==> src/rtl/vga_fb_arbiter_pkg.sv <==
`default_nettype none
// ============================================================================
// vga_fb_arbiter_pkg : frame geometry and shared types for the frame arbiter
// Revision: 1.0
// ============================================================================
package vga_fb_arbiter_pkg;

  localparam int H_ACTIVE  = 640;
  localparam int V_ACTIVE  = 480;
  localparam int FRAME_PIX = H_ACTIVE * V_ACTIVE;
  localparam int ADDR_BITS = 19;
  localparam int PIX_BITS  = 12;

  typedef logic [ADDR_BITS-1:0] addr_t;
  typedef logic [PIX_BITS-1:0]  pixel_t;

  typedef enum logic [1:0] {
    GNT_NONE  = 2'd0,
    GNT_FETCH = 2'd1,
    GNT_WRITE = 2'd2
  } grant_e;

  typedef enum logic [1:0] {
    WAIT_SYNC = 2'd0,
    RUN       = 2'd1,
    DONE      = 2'd2
  } fbarb_state_e;

  // True when the word address lands inside the visible frame store.
  function automatic logic addr_in_frame(input addr_t a);
    return a < addr_t'(FRAME_PIX);
  endfunction

endpackage
`default_nettype wire

==> src/rtl/vga_fb_arbiter_if.sv <==
`default_nettype none
// ============================================================================
// vga_fb_arbiter_if : pixel-writer handshake plus single-port frame RAM bus
// Revision: 1.0
// ============================================================================
interface vga_fb_arbiter_if #(
  parameter int ADDR_W = 19,
  parameter int PIX_W  = 12
);

  logic              wr_valid;
  logic [ADDR_W-1:0] wr_addr;
  logic [PIX_W-1:0]  wr_data;
  logic              wr_ready;

  logic [ADDR_W-1:0] mem_addr;
  logic              mem_we;
  logic [PIX_W-1:0]  mem_wdata;
  logic [PIX_W-1:0]  mem_rdata;

  modport master (
    input  wr_valid, wr_addr, wr_data, mem_rdata,
    output wr_ready, mem_addr, mem_we, mem_wdata
  );

  modport slave (
    output wr_valid, wr_addr, wr_data, mem_rdata,
    input  wr_ready, mem_addr, mem_we, mem_wdata
  );

endinterface
`default_nettype wire

==> src/rtl/vga_fb_arbiter_pixel_fifo.sv <==
`default_nettype none
// ============================================================================
// vga_fb_arbiter_pixel_fifo : synchronous prefetch FIFO with flush
// Revision: 1.0
// ============================================================================
module vga_fb_arbiter_pixel_fifo #(
  parameter int WIDTH = 12,
  parameter int DEPTH = 8
) (
  input  logic                    clk,
  input  logic                    reset_n,
  input  logic                    flush,
  input  logic                    push,
  input  logic [WIDTH-1:0]        din,
  input  logic                    pop,
  output logic [WIDTH-1:0]        dout,
  output logic [$clog2(DEPTH):0]  level,
  output logic                    empty,
  output logic                    full
);

  localparam int             PTR_W   = $clog2(DEPTH);
  localparam logic [PTR_W:0] c_depth = (PTR_W+1)'(DEPTH);

  logic [WIDTH-1:0] r_mem [DEPTH];
  logic [PTR_W-1:0] r_wptr;
  logic [PTR_W-1:0] r_rptr;
  logic [PTR_W:0]   r_count;
  logic             w_push_ok;
  logic             w_pop_ok;

  assign empty     = (r_count == '0);
  assign full      = (r_count == c_depth);
  assign level     = r_count;
  assign dout      = r_mem[r_rptr];
  assign w_pop_ok  = pop && !empty;
  assign w_push_ok = push && !full;

  always_ff @(posedge clk or negedge reset_n) begin
    if (!reset_n) begin
      r_wptr  <= '0;
      r_rptr  <= '0;
      r_count <= '0;
    end else if (flush) begin
      r_wptr  <= '0;
      r_rptr  <= '0;
      r_count <= '0;
    end else begin
      if (w_push_ok) r_wptr <= r_wptr + 1'b1;
      if (w_pop_ok)  r_rptr <= r_rptr + 1'b1;
      case ({w_push_ok, w_pop_ok})
        2'b10:   r_count <= r_count + 1'b1;
        2'b01:   r_count <= r_count - 1'b1;
        default: r_count <= r_count;
      endcase
    end
  end

  always_ff @(posedge clk) begin
    if (w_push_ok && !flush) r_mem[r_wptr] <= din;
  end

endmodule
`default_nettype wire

==> src/rtl/vga_fb_arbiter.sv <==
`default_nettype none
// ============================================================================
// vga_fb_arbiter : shares one frame RAM between raster prefetch and a writer
// Revision: 1.0
// ============================================================================
module vga_fb_arbiter
  import vga_fb_arbiter_pkg::*;
#(
  parameter int ADDR_W     = 19,
  parameter int PIX_W      = 12,
  parameter int FIFO_DEPTH = 8,
  parameter int LOW_WM     = 4,
  parameter int FRAME_LEN  = FRAME_PIX
) (
  input  logic             clk,
  input  logic             reset_n,
  input  logic             frame_start,
  input  logic             pix_en,
  input  logic             active,
  output logic [PIX_W-1:0] pix_rgb,
  output logic             underflow,
  vga_fb_arbiter_if.master bus
);

  localparam int                LVL_W      = $clog2(FIFO_DEPTH) + 1;
  localparam logic [LVL_W:0]    c_depth    = (LVL_W+1)'(FIFO_DEPTH);
  localparam logic [LVL_W:0]    c_low_wm   = (LVL_W+1)'(LOW_WM);
  localparam logic [ADDR_W-1:0] c_last_pix = ADDR_W'(FRAME_LEN - 1);

  fbarb_state_e      r_state;
  fbarb_state_e      w_state_nxt;
  grant_e            w_grant;
  logic [ADDR_W-1:0] r_fetch_addr;
  logic              r_inflight;
  logic [LVL_W-1:0]  w_level;
  logic [LVL_W:0]    w_credit;
  logic              w_empty;
  logic              w_full;
  logic              w_can_fetch;
  logic              w_pop;
  logic [PIX_W-1:0]  w_head;

  vga_fb_arbiter_pixel_fifo #(
    .WIDTH (PIX_W),
    .DEPTH (FIFO_DEPTH)
  ) u_fifo (
    .clk     (clk),
    .reset_n (reset_n),
    .flush   (frame_start),
    .push    (r_inflight),
    .din     (bus.mem_rdata),
    .pop     (w_pop),
    .dout    (w_head),
    .level   (w_level),
    .empty   (w_empty),
    .full    (w_full)
  );

  // Credits count the read in flight so the FIFO can never be over-subscribed.
  assign w_credit = {1'b0, w_level} + {{LVL_W{1'b0}}, r_inflight};
  assign w_pop    = pix_en && active && !w_empty && !frame_start;

  always_comb begin
    w_can_fetch = (r_state == RUN) && (w_credit < c_depth) && !w_full && !frame_start;
    w_grant     = GNT_NONE;
    if (!reset_n)
      w_grant = GNT_NONE;
    else if (w_can_fetch && (w_credit < c_low_wm))
      w_grant = GNT_FETCH;
    else if (bus.wr_valid)
      w_grant = GNT_WRITE;
    else if (w_can_fetch)
      w_grant = GNT_FETCH;
  end

  always_comb begin
    w_state_nxt = r_state;
    if (frame_start)
      w_state_nxt = RUN;
    else if ((w_grant == GNT_FETCH) && (r_fetch_addr == c_last_pix))
      w_state_nxt = DONE;
  end

  always_comb begin
    bus.mem_addr  = '0;
    bus.mem_we    = 1'b0;
    bus.mem_wdata = '0;
    bus.wr_ready  = 1'b0;
    case (w_grant)
      GNT_FETCH: bus.mem_addr = r_fetch_addr;
      GNT_WRITE: begin
        bus.wr_ready  = 1'b1;
        bus.mem_addr  = bus.wr_addr;
        bus.mem_wdata = bus.wr_data;
        bus.mem_we    = addr_in_frame(bus.wr_addr);
      end
      default: ;
    endcase
  end

  always_ff @(posedge clk or negedge reset_n) begin
    if (!reset_n) r_state <= WAIT_SYNC;
    else          r_state <= w_state_nxt;
  end

  // frame_start wins over the pixel strobe: the output pixel simply holds.
  always_ff @(posedge clk or negedge reset_n) begin
    if (!reset_n) begin
      r_fetch_addr <= '0;
      r_inflight   <= 1'b0;
      pix_rgb      <= '0;
      underflow    <= 1'b0;
    end else begin
      r_inflight <= (w_grant == GNT_FETCH);
      if (frame_start) begin
        r_fetch_addr <= '0;
        underflow    <= 1'b0;
      end else begin
        if (w_grant == GNT_FETCH) r_fetch_addr <= r_fetch_addr + 1'b1;
        if (pix_en) begin
          if (!active) begin
            pix_rgb <= '0;
          end else if (!w_empty) begin
            pix_rgb <= w_head;
          end else begin
            pix_rgb   <= '0;
            underflow <= 1'b1;
          end
        end
      end
    end
  end

endmodule
`default_nettype wire

==> src/flat_wrapper.sv <==
// flat-port wrapper written by rule: the top's interface ports become plain ports
module vga_fb_arbiter_flat import vga_fb_arbiter_pkg::*;
#(
  parameter int ADDR_W     = 19,
  parameter int PIX_W      = 12,
  parameter int FIFO_DEPTH = 8,
  parameter int LOW_WM     = 4,
  parameter int FRAME_LEN  = FRAME_PIX
)
  (clk, reset_n, frame_start, pix_en, active, pix_rgb, underflow, bus_wr_valid, bus_wr_addr, bus_wr_data, bus_mem_rdata, bus_wr_ready, bus_mem_addr, bus_mem_we, bus_mem_wdata);
  vga_fb_arbiter_if #(.ADDR_W(ADDR_W), .PIX_W(PIX_W)) bus_i ();
  input  logic clk;
  input  logic reset_n;
  input  logic frame_start;
  input  logic pix_en;
  input  logic active;
  output logic [PIX_W-1:0] pix_rgb;
  output logic underflow;
  input wire logic [$bits(bus_i.wr_valid)-1:0] bus_wr_valid;
  input wire logic [$bits(bus_i.wr_addr)-1:0] bus_wr_addr;
  input wire logic [$bits(bus_i.wr_data)-1:0] bus_wr_data;
  input wire logic [$bits(bus_i.mem_rdata)-1:0] bus_mem_rdata;
  output wire logic [$bits(bus_i.wr_ready)-1:0] bus_wr_ready;
  output wire logic [$bits(bus_i.mem_addr)-1:0] bus_mem_addr;
  output wire logic [$bits(bus_i.mem_we)-1:0] bus_mem_we;
  output wire logic [$bits(bus_i.mem_wdata)-1:0] bus_mem_wdata;
  assign bus_i.wr_valid = bus_wr_valid;
  assign bus_i.wr_addr = bus_wr_addr;
  assign bus_i.wr_data = bus_wr_data;
  assign bus_i.mem_rdata = bus_mem_rdata;
  assign bus_wr_ready = bus_i.wr_ready;
  assign bus_mem_addr = bus_i.mem_addr;
  assign bus_mem_we = bus_i.mem_we;
  assign bus_mem_wdata = bus_i.mem_wdata;
  vga_fb_arbiter #(.ADDR_W(ADDR_W), .PIX_W(PIX_W), .FIFO_DEPTH(FIFO_DEPTH), .LOW_WM(LOW_WM), .FRAME_LEN(FRAME_LEN)) u_core (.clk(clk), .reset_n(reset_n), .frame_start(frame_start), .pix_en(pix_en), .active(active), .pix_rgb(pix_rgb), .underflow(underflow), .bus(bus_i));
endmodule
==> config.mk <==
export PLATFORM = sky130hd
export DESIGN_NAME = vga_fb_arbiter_flat
export DESIGN_NICKNAME = d
export VERILOG_FILES = /design/src/rtl/vga_fb_arbiter_pkg.sv /design/src/rtl/vga_fb_arbiter_if.sv /design/src/rtl/vga_fb_arbiter_pixel_fifo.sv /design/src/rtl/vga_fb_arbiter.sv /design/src/flat_wrapper.sv
export SDC_FILE = /design/constraint.sdc
export NUM_CORES = 1
export LEC_CHECK = 0
export ABC_AREA = 1
export ABC_CLOCK_PERIOD_IN_PS = 1900
export CORE_MARGIN = 2
export CORE_UTILIZATION = 49
export DETAILED_ROUTE_END_ITERATION = 8
export PLACE_DENSITY = 0.75
export SKIP_LAST_GASP = 1
export SLEW_MARGIN = 30
export SYNTH_ARGS = -nofsm -noshare
export SYNTH_HDL_FRONTEND = slang
export SYNTH_SLANG_ARGS = --single-unit
==> constraint.sdc <==
create_clock -name clk -period 1.9 [get_ports clk]
set_input_delay 0.285 -clock clk [delete_from_list [all_inputs] [get_ports clk]]
set_output_delay 0.285 -clock clk [all_outputs]
set_load 0.05 [all_outputs]
==> results by group, run 1 <==
Setup path
  • Crit Path Max Fanout: 5
  • Cell count of the worst reg-to-reg path: 16
  • Crit-path cells: inv_2 -> nor3_4 -> nand3_2 -> nand2_1 -> nand2_2 -> inv_2 -> ha_4 -> buf_6 -> buf_6 -> nand2_4 -> a21oi_4 -> buf_12
  • Crit. End Element: output port
  • Type of origin of the critical path: register
  • Worst R2R End: u_core.r_fetch_addr[13]
  • Crit path kind: reg2out
  • CP max-delay cell: dfrtp_1
  • WP data required: roughly 1600 ps
  • R2R Setup Slk: -350 ps
  • CP endpoint: bus_mem_addr[9]
  • CP startpoint: u_core.r_state[0]
  • Worst path max stage delay: between 300 and 400 ps
  • Crit path DAT: ~2200 ps
  • R2R Path Start: u_core.r_state[0]

Place
  • DP Area: 0.00858 mm^2
  • HPWL after detailed placement: 10.8 mm
  • I/O Buffers: 94
  • Placer Congestion: 0.868
  • Post-place setup slack: -501 ps
  • Placed instance count: 945

Synth
  • Area share of the leading cell type in the synthesized netlist: between 40% and 50%
  • Syn Std Cell Area: 0.00652 mm^2
  • Post-synth cell types: 35
  • Synth warn: 0
  • Area leader, netlist: edfxtp_1
  • Syn Inst Count: 662
  • Syn Area/Cell: ~9.9 um^2
  • Yosys reg bits: ~140
  • Sequential fraction of the synthesis area: approximately three fifths
  • Synth top area cells: edfxtp_1 (44%), dfrtp_1 (17%), nand2_1 (7.8%)
  • Mapped Nets: between 700 and 800

Layout
  • Total Nets Final: 865
  • Antenna Diode Count: 0
  • Synthesis-to-finish area growth: 49.2%
  • Fin area: 0.00973 mm^2
  • Fin cells: roughly 1000
  • Ratio of cells with drive above 1 in the final layout: 30.3%

Floorplan
  • # IOs: 95
  • Core region area: 0.0131 mm^2
  • DIE WIDTH: 119 um
  • Initial Utilization: about half
  • Die area: 0.0142 mm^2
  • Num rows: 42
  • Die Span Y: 119 um

Clock network
  • CTS buffer count: 17
  • Worst skew pair latency: around 410 ps
  • CTS tree: built
  • Clock slew at reported path FFs: about 60 ps
  • Clk root buf: clkbuf_16
  • CTS max path bufs: 2
  • Clock sink total: between 100 and 150
  • H-tree depth: 4

Power
  • Peak VDD IR: 649 uV
  • Leakage Power: 3.89 nW
  • Pwr dens: 753 mW/mm^2

Global route
  • Pin count of the biggest net entering global routing: 51
  • First-pass GRT wire length: 26.9 mm
  • GR Util All Layers: between 20% and 30%
  • Vias in the first global route: 5364
  • GRT overflow: 0
  • Initial antenna violation count: 0

STA
  • Final Skew: 6.85 ps
  • Setup violations, final: 51
  • Post-route clock period utilization: 129%
  • Final hold vios: 0
  • Max Transition Viols Final: 0
  • Final worst slack: -553 ps
  • RSZ-0062 raised after global routing: yes
  • Fmax: 0.408 GHz
  • Max_slew headroom: a little under two thirds
  • Worst slew pin tran: between 500 and 600 ps
  • Tmin final: 2450 ps

Status
  • Status: complete, but fails checks
  • Violated checks: negative setup slack

Job
  • Max-cap violation count: 0

Route
  • Vias: 5376
  • Via density: 5.39
  • WL final: around 18 mm
  • DRC: 0
  • Number of routed nets with antenna violations: 0
  • DR iter-0 viols: 392
  • Drt first pass iters: 5
  • DR WL/cell: 17.7 um

Worst hold path
  • Min-delay worst type: in2async
## power by group
part | switching [mW] | leakage, nW | internal (mW)
clock network | 1.25 | 0.264 | 1.80
registers | 0.0325 | 1.48 | 3.34
logic | 0.519 | 2.15 | 0.385
## worst max-delay path, delay by kind of cell (launching register included)
kind / cells / cell delay, ps
and+or+nand+nor: 5 / 540
AOI/OAI and AO/OA: 1 / 170
adders and majority gates: 1 / 190
buffers and inverters: 5 / 510
DFF: 1 / 340
## routing by layer
metal	global-route usage (%)	vias up	routed length [um]
met5	0	-	0
met4	7.28	0	338
met1	30.4	2599	7090
li1	-	2535	-
met2	42.3	218	9140
met3	5.22	24	1110
## cells in the mapped netlist (all sizes together)
cell / number
nand3: 33
o211ai: 25
nand4: 6
a21boi: 2
inv: 50
ha: 7
buf: 16
fa: 1
dfrtp: 45
edfxtp: 96
o21ai: 61
nand2: 142
xor2: 1
a21oi: 36
nor2: 118
a211oi: 1
o21bai: 1
nor3: 5
o21a: 2
clkbuf: 14
## cells in the final DEF (no fill, tap or decap), types with 26 or more instances in the layout
cell / netlist / layout
dfrtp_1: 45 / 44
clkdlybuf4s50_1: 0 / 55
inv_1: 46 / 29
buf_12: 0 / 45
nand2_1: 135 / 100
nand3_1: 31 / 26
o21ai_0: 59 / 55
nor2_1: 112 / 97
nand2_4: 2 / 26
buf_4: 2 / 37
edfxtp_1: 96 / 96
## repair_timing
action,in CTS,in global routing
cloned,1,0
buffers inserted,12,10
hold buffers,1,0
hold endpoints to repair,12,0
gates resized for setup,35,91
setup endpoints to repair,72,155
pin swaps,20,26
## sequential cells by signal, summed over array words and instances, names as in the netlist
name	flops
u_core.pix_rgb	12
u_core.u_fifo.level	4
u_core.r_fetch_addr	19
u_core.underflow	1
u_core.r_inflight	1
u_core.u_fifo.r_mem	96
u_core.u_fifo.r_rptr	3
u_core.r_state	2
u_core.u_fifo.r_wptr	3
## through the flow
step	utilization, %	TNS [ps]	hold slack, ps	total power, mW
floorplan	-	-2920	-10.6	3.86
global placement	65.3	-25040	257	4.18
detailed placement	65.3	-29850	267	4.20
CTS	71.6	-18260	418	7.29
global route	74.0	-23150	455	7.56
finish	74.0	-17410	428	7.32
## cell type report
| cell class | count | area (um^2) |
|---|---|---|
| flip-flops and latches | 141 | 4010 |
| inverters | 50 | 240 |
| repair buffers | 157 | 1960 |
| clock inverters | 14 | 120 |
| fillers | 829 | 3410 |
| clock buffers | 18 | 429 |
| well taps | 176 | 220 |
| multi-input cells | 441 | 2750 |
## kinds of logic (layout without fill, tap and decap cells)
family | count (synthesis) | in the layout | share of synthesized area (%)
AND/OR/NAND/NOR | 304 | 304 | 20.0
flip-flops | 141 | 141 | 61.5
AO/OA/AOI/OAI | 128 | 128 | 11.2
buffers and inverters | 80 | 239 | 5.60
adder cells (fa/ha/maj) | 8 | 8 | 1.65
XOR/XNOR | 1 | 1 | 0.134
## worst min-delay path by stage
stage / from / to / slack, ps / cells past startpoint
finish: reset_n / u_core.u_fifo.level[1] / 430 / 3
global route: reset_n / u_core.u_fifo.level[1] / 460 / 3
CTS: reset_n / u_core.u_fifo.level[2] / 420 / 3
detailed placement: reset_n / u_core.u_fifo.level[2] / 270 / 2
global placement: reset_n / u_core.u_fifo.level[2] / 260 / 2
floorplan: reset_n / u_core.pix_rgb[0] / -10 / 0
(Power assumes the default switching activity.)
==> run 2: changes to the inputs <==
Settings changed: CAP_MARGIN from default to 20, CTS_BUF_LIST from default to sky130_fd_sc_hd__clkbuf_16.
==> run 2 against run 1 <==
Net effect:
- the flow still finishes with violations (negative setup slack)
- wire length is essentially flat
- critical endpoint unchanged
- maximum frequency is essentially flat
- largest cell class unchanged
- largest power group unchanged
- first-iteration DRC count is the same
- core utilization is the same
==> results by group, run 2 (synthesized netlist as in run 1, its figures left out) <==
Status
  • Status: complete, but fails checks
  • Violated checks: negative setup slack

Setup path
  • WP data required: 1620 ps
  • Crit path kind: reg2out
  • Crit path DAT: approximately 2200 ps
  • Crit Path Max Fanout: 5
  • Type of origin of the critical path: register
  • Crit. End Element: output port

Layout
  • Most frequent cells in the layout: nand2_1 (100), nor2_1 (97), edfxtp_1 (96), o21ai_0 (55), clkdlybuf4s50_1 (55)
  • # fillers: around 830
  • Antenna Diode Count: 0
  • Fin area: about 0.0097 mm^2
  • Multi-input gate area: 0.00275 mm^2
  • Ratio of cells with drive above 1 in the final layout: 30.3%
  • Register area: 0.00401 mm^2
  • Max reg flops: 96
  • Most common cell after layout, fill and taps aside: nand2_1
  • Most flops, register: u_core.u_fifo.r_mem
  • Total Nets Final: 865
  • Synthesis-to-finish area growth: 49.2%
  • Top flop regs: u_core.u_fifo.r_mem x96, u_core.r_fetch_addr x19, u_core.pix_rgb x12

Power
  • Pwr dens: 752 mW/mm^2
  • Pwr Total: 7.32 mW
  • Peak VDD IR: approximately 650 uV
  • Leakage Power: 3.90 nW

Job
  • Max-cap violation count: 0

Route
  • DRC: 0
  • Vias: 5378
  • Number of routed nets with antenna violations: 0
  • Drt first pass iters: 5
  • Via density: between 5 and 6
  • WL final: 17.7 mm
  • DR WL/cell: 17.7 um
  • DR iter-0 viols: 392

Clock network
  • Clk root buf: clkbuf_16
  • CTS max path bufs: 2
  • Clock slew at reported path FFs: 60 ps
  • Clock sink total: 141
  • H-tree depth: 4
  • CTS tree: built
  • CTS buffer count: 17
  • Worst skew pair latency: 410 ps

Place
  • HPWL after detailed placement: 10.8 mm
  • Placer Congestion: approximately 0.87
  • DP Area: around 0.0086 mm^2
  • I/O Buffers: 94

Global route
  • First-pass GRT wire length: approximately 27 mm
  • Initial antenna violation count: 0
  • Vias in the first global route: 5364
  • GRT overflow: 0
  • GR Util All Layers: 24.2%
  • Pin count of the biggest net entering global routing: between 50 and 60

STA
  • RSZ-0062 raised after global routing: yes
  • Max_slew headroom: 63.9%
  • Final hold vios: 0
  • Setup violations, final: 51
  • Post-route clock period utilization: 129%
  • Final Skew: 6.50 ps
  • Final worst slack: -554 ps
  • Worst slew pin tran: between 500 and 600 ps
  • Tmin final: 2450 ps
  • Max Transition Viols Final: 0
  • Fmax: between 0.4 and 0.5 GHz

Floorplan
  • DIE WIDTH: 119 um
  • Initial Utilization: 49.6%
  • Die area: 0.0142 mm^2
  • Core region area: 0.0131 mm^2
  • Num rows: 42
  • Die Span Y: 119 um
  • # IOs: 95

Worst hold path
  • Min-delay worst type: in2async
-- run 2: changes by cell type in the layout (fill, tap and decap cells not counted) --
cell,before,now
inv_1,29,30
clkbuf_1,1,0
-- run 2: worst max-delay path: stages, from the launching register on --
cell     delay [ps]
dfrtp_1         340
inv_2            60
nor3_4          210
nand3_2         120
nand2_1          80
nand2_2          70
inv_2            70
ha_4            190
buf_6           130
buf_6           100
nand2_4          60
a21oi_4         170
buf_12          150
-- run 2: report_power, final --
part | internal, mW | total, mW | switching (mW)
Combinational | 0.385 | 0.904 | 0.519
Clock | 1.79 | 3.04 | 1.25
Sequential | 3.34 | 3.37 | 0.0324
Total | 5.52 | 7.32 | 1.80
-- run 2: metrics by stage --
step	setup WS (ps)	util [%]	std cells	setup TNS [ps]	hold WS, ps
2_1_floorplan	-123	-	662	-2920	-10.6
3_3_place_gp	-410	65.3	945	-25040	257
3_5_place_dp	-501	65.3	945	-29850	267
4_1_cts	-552	71.6	991	-18260	418
5_1_grt	-657	74.0	997	-23150	455
6_report	-554	74.0	997	-17460	427
-- run 2: what timing repair did --
item,in CTS,in global routing
endpoints found under the setup margin,72,155
pin swaps,20,26
hold buffers,1,0
cloned,1,0
setup buffers,12,10
resized for setup,35,91
endpoints found under the hold margin,12,0
-- run 2: worst paths after layout --
check,start,to,slack [ps],depth (start not counted)
max reg2reg,u_core.r_state[0],u_core.r_fetch_addr[13],-350,16
max in group asynchronous,reset_n,u_core.pix_rgb[3],1010,3
min,reset_n,u_core.u_fifo.level[1],430,3
min in group clk,u_core.pix_rgb[3],u_core.pix_rgb[3],490,2
max,u_core.r_state[0],bus_mem_addr[9],-550,12
min reg2reg,u_core.pix_rgb[3],u_core.pix_rgb[3],490,2
-- run 2: per-layer routing --
metal	wire, um	track usage, %	up-vias
met4	346	7.28	0
met2	9140	42.3	217
met5	0	0	-
li1	-	-	2535
met3	1100	5.22	26
met1	7080	30.4	2600
-- run 2: area by class of cell --
cell class	count	area share [%]
Clock inverter	15	1.27
Multi-Input combinational cell	441	28.2
Clock buffer	17	4.37
Tap cell	176	2.26
Inverter	50	2.47
Sequential cell	141	41.2
Timing Repair Buffer	157	20.2
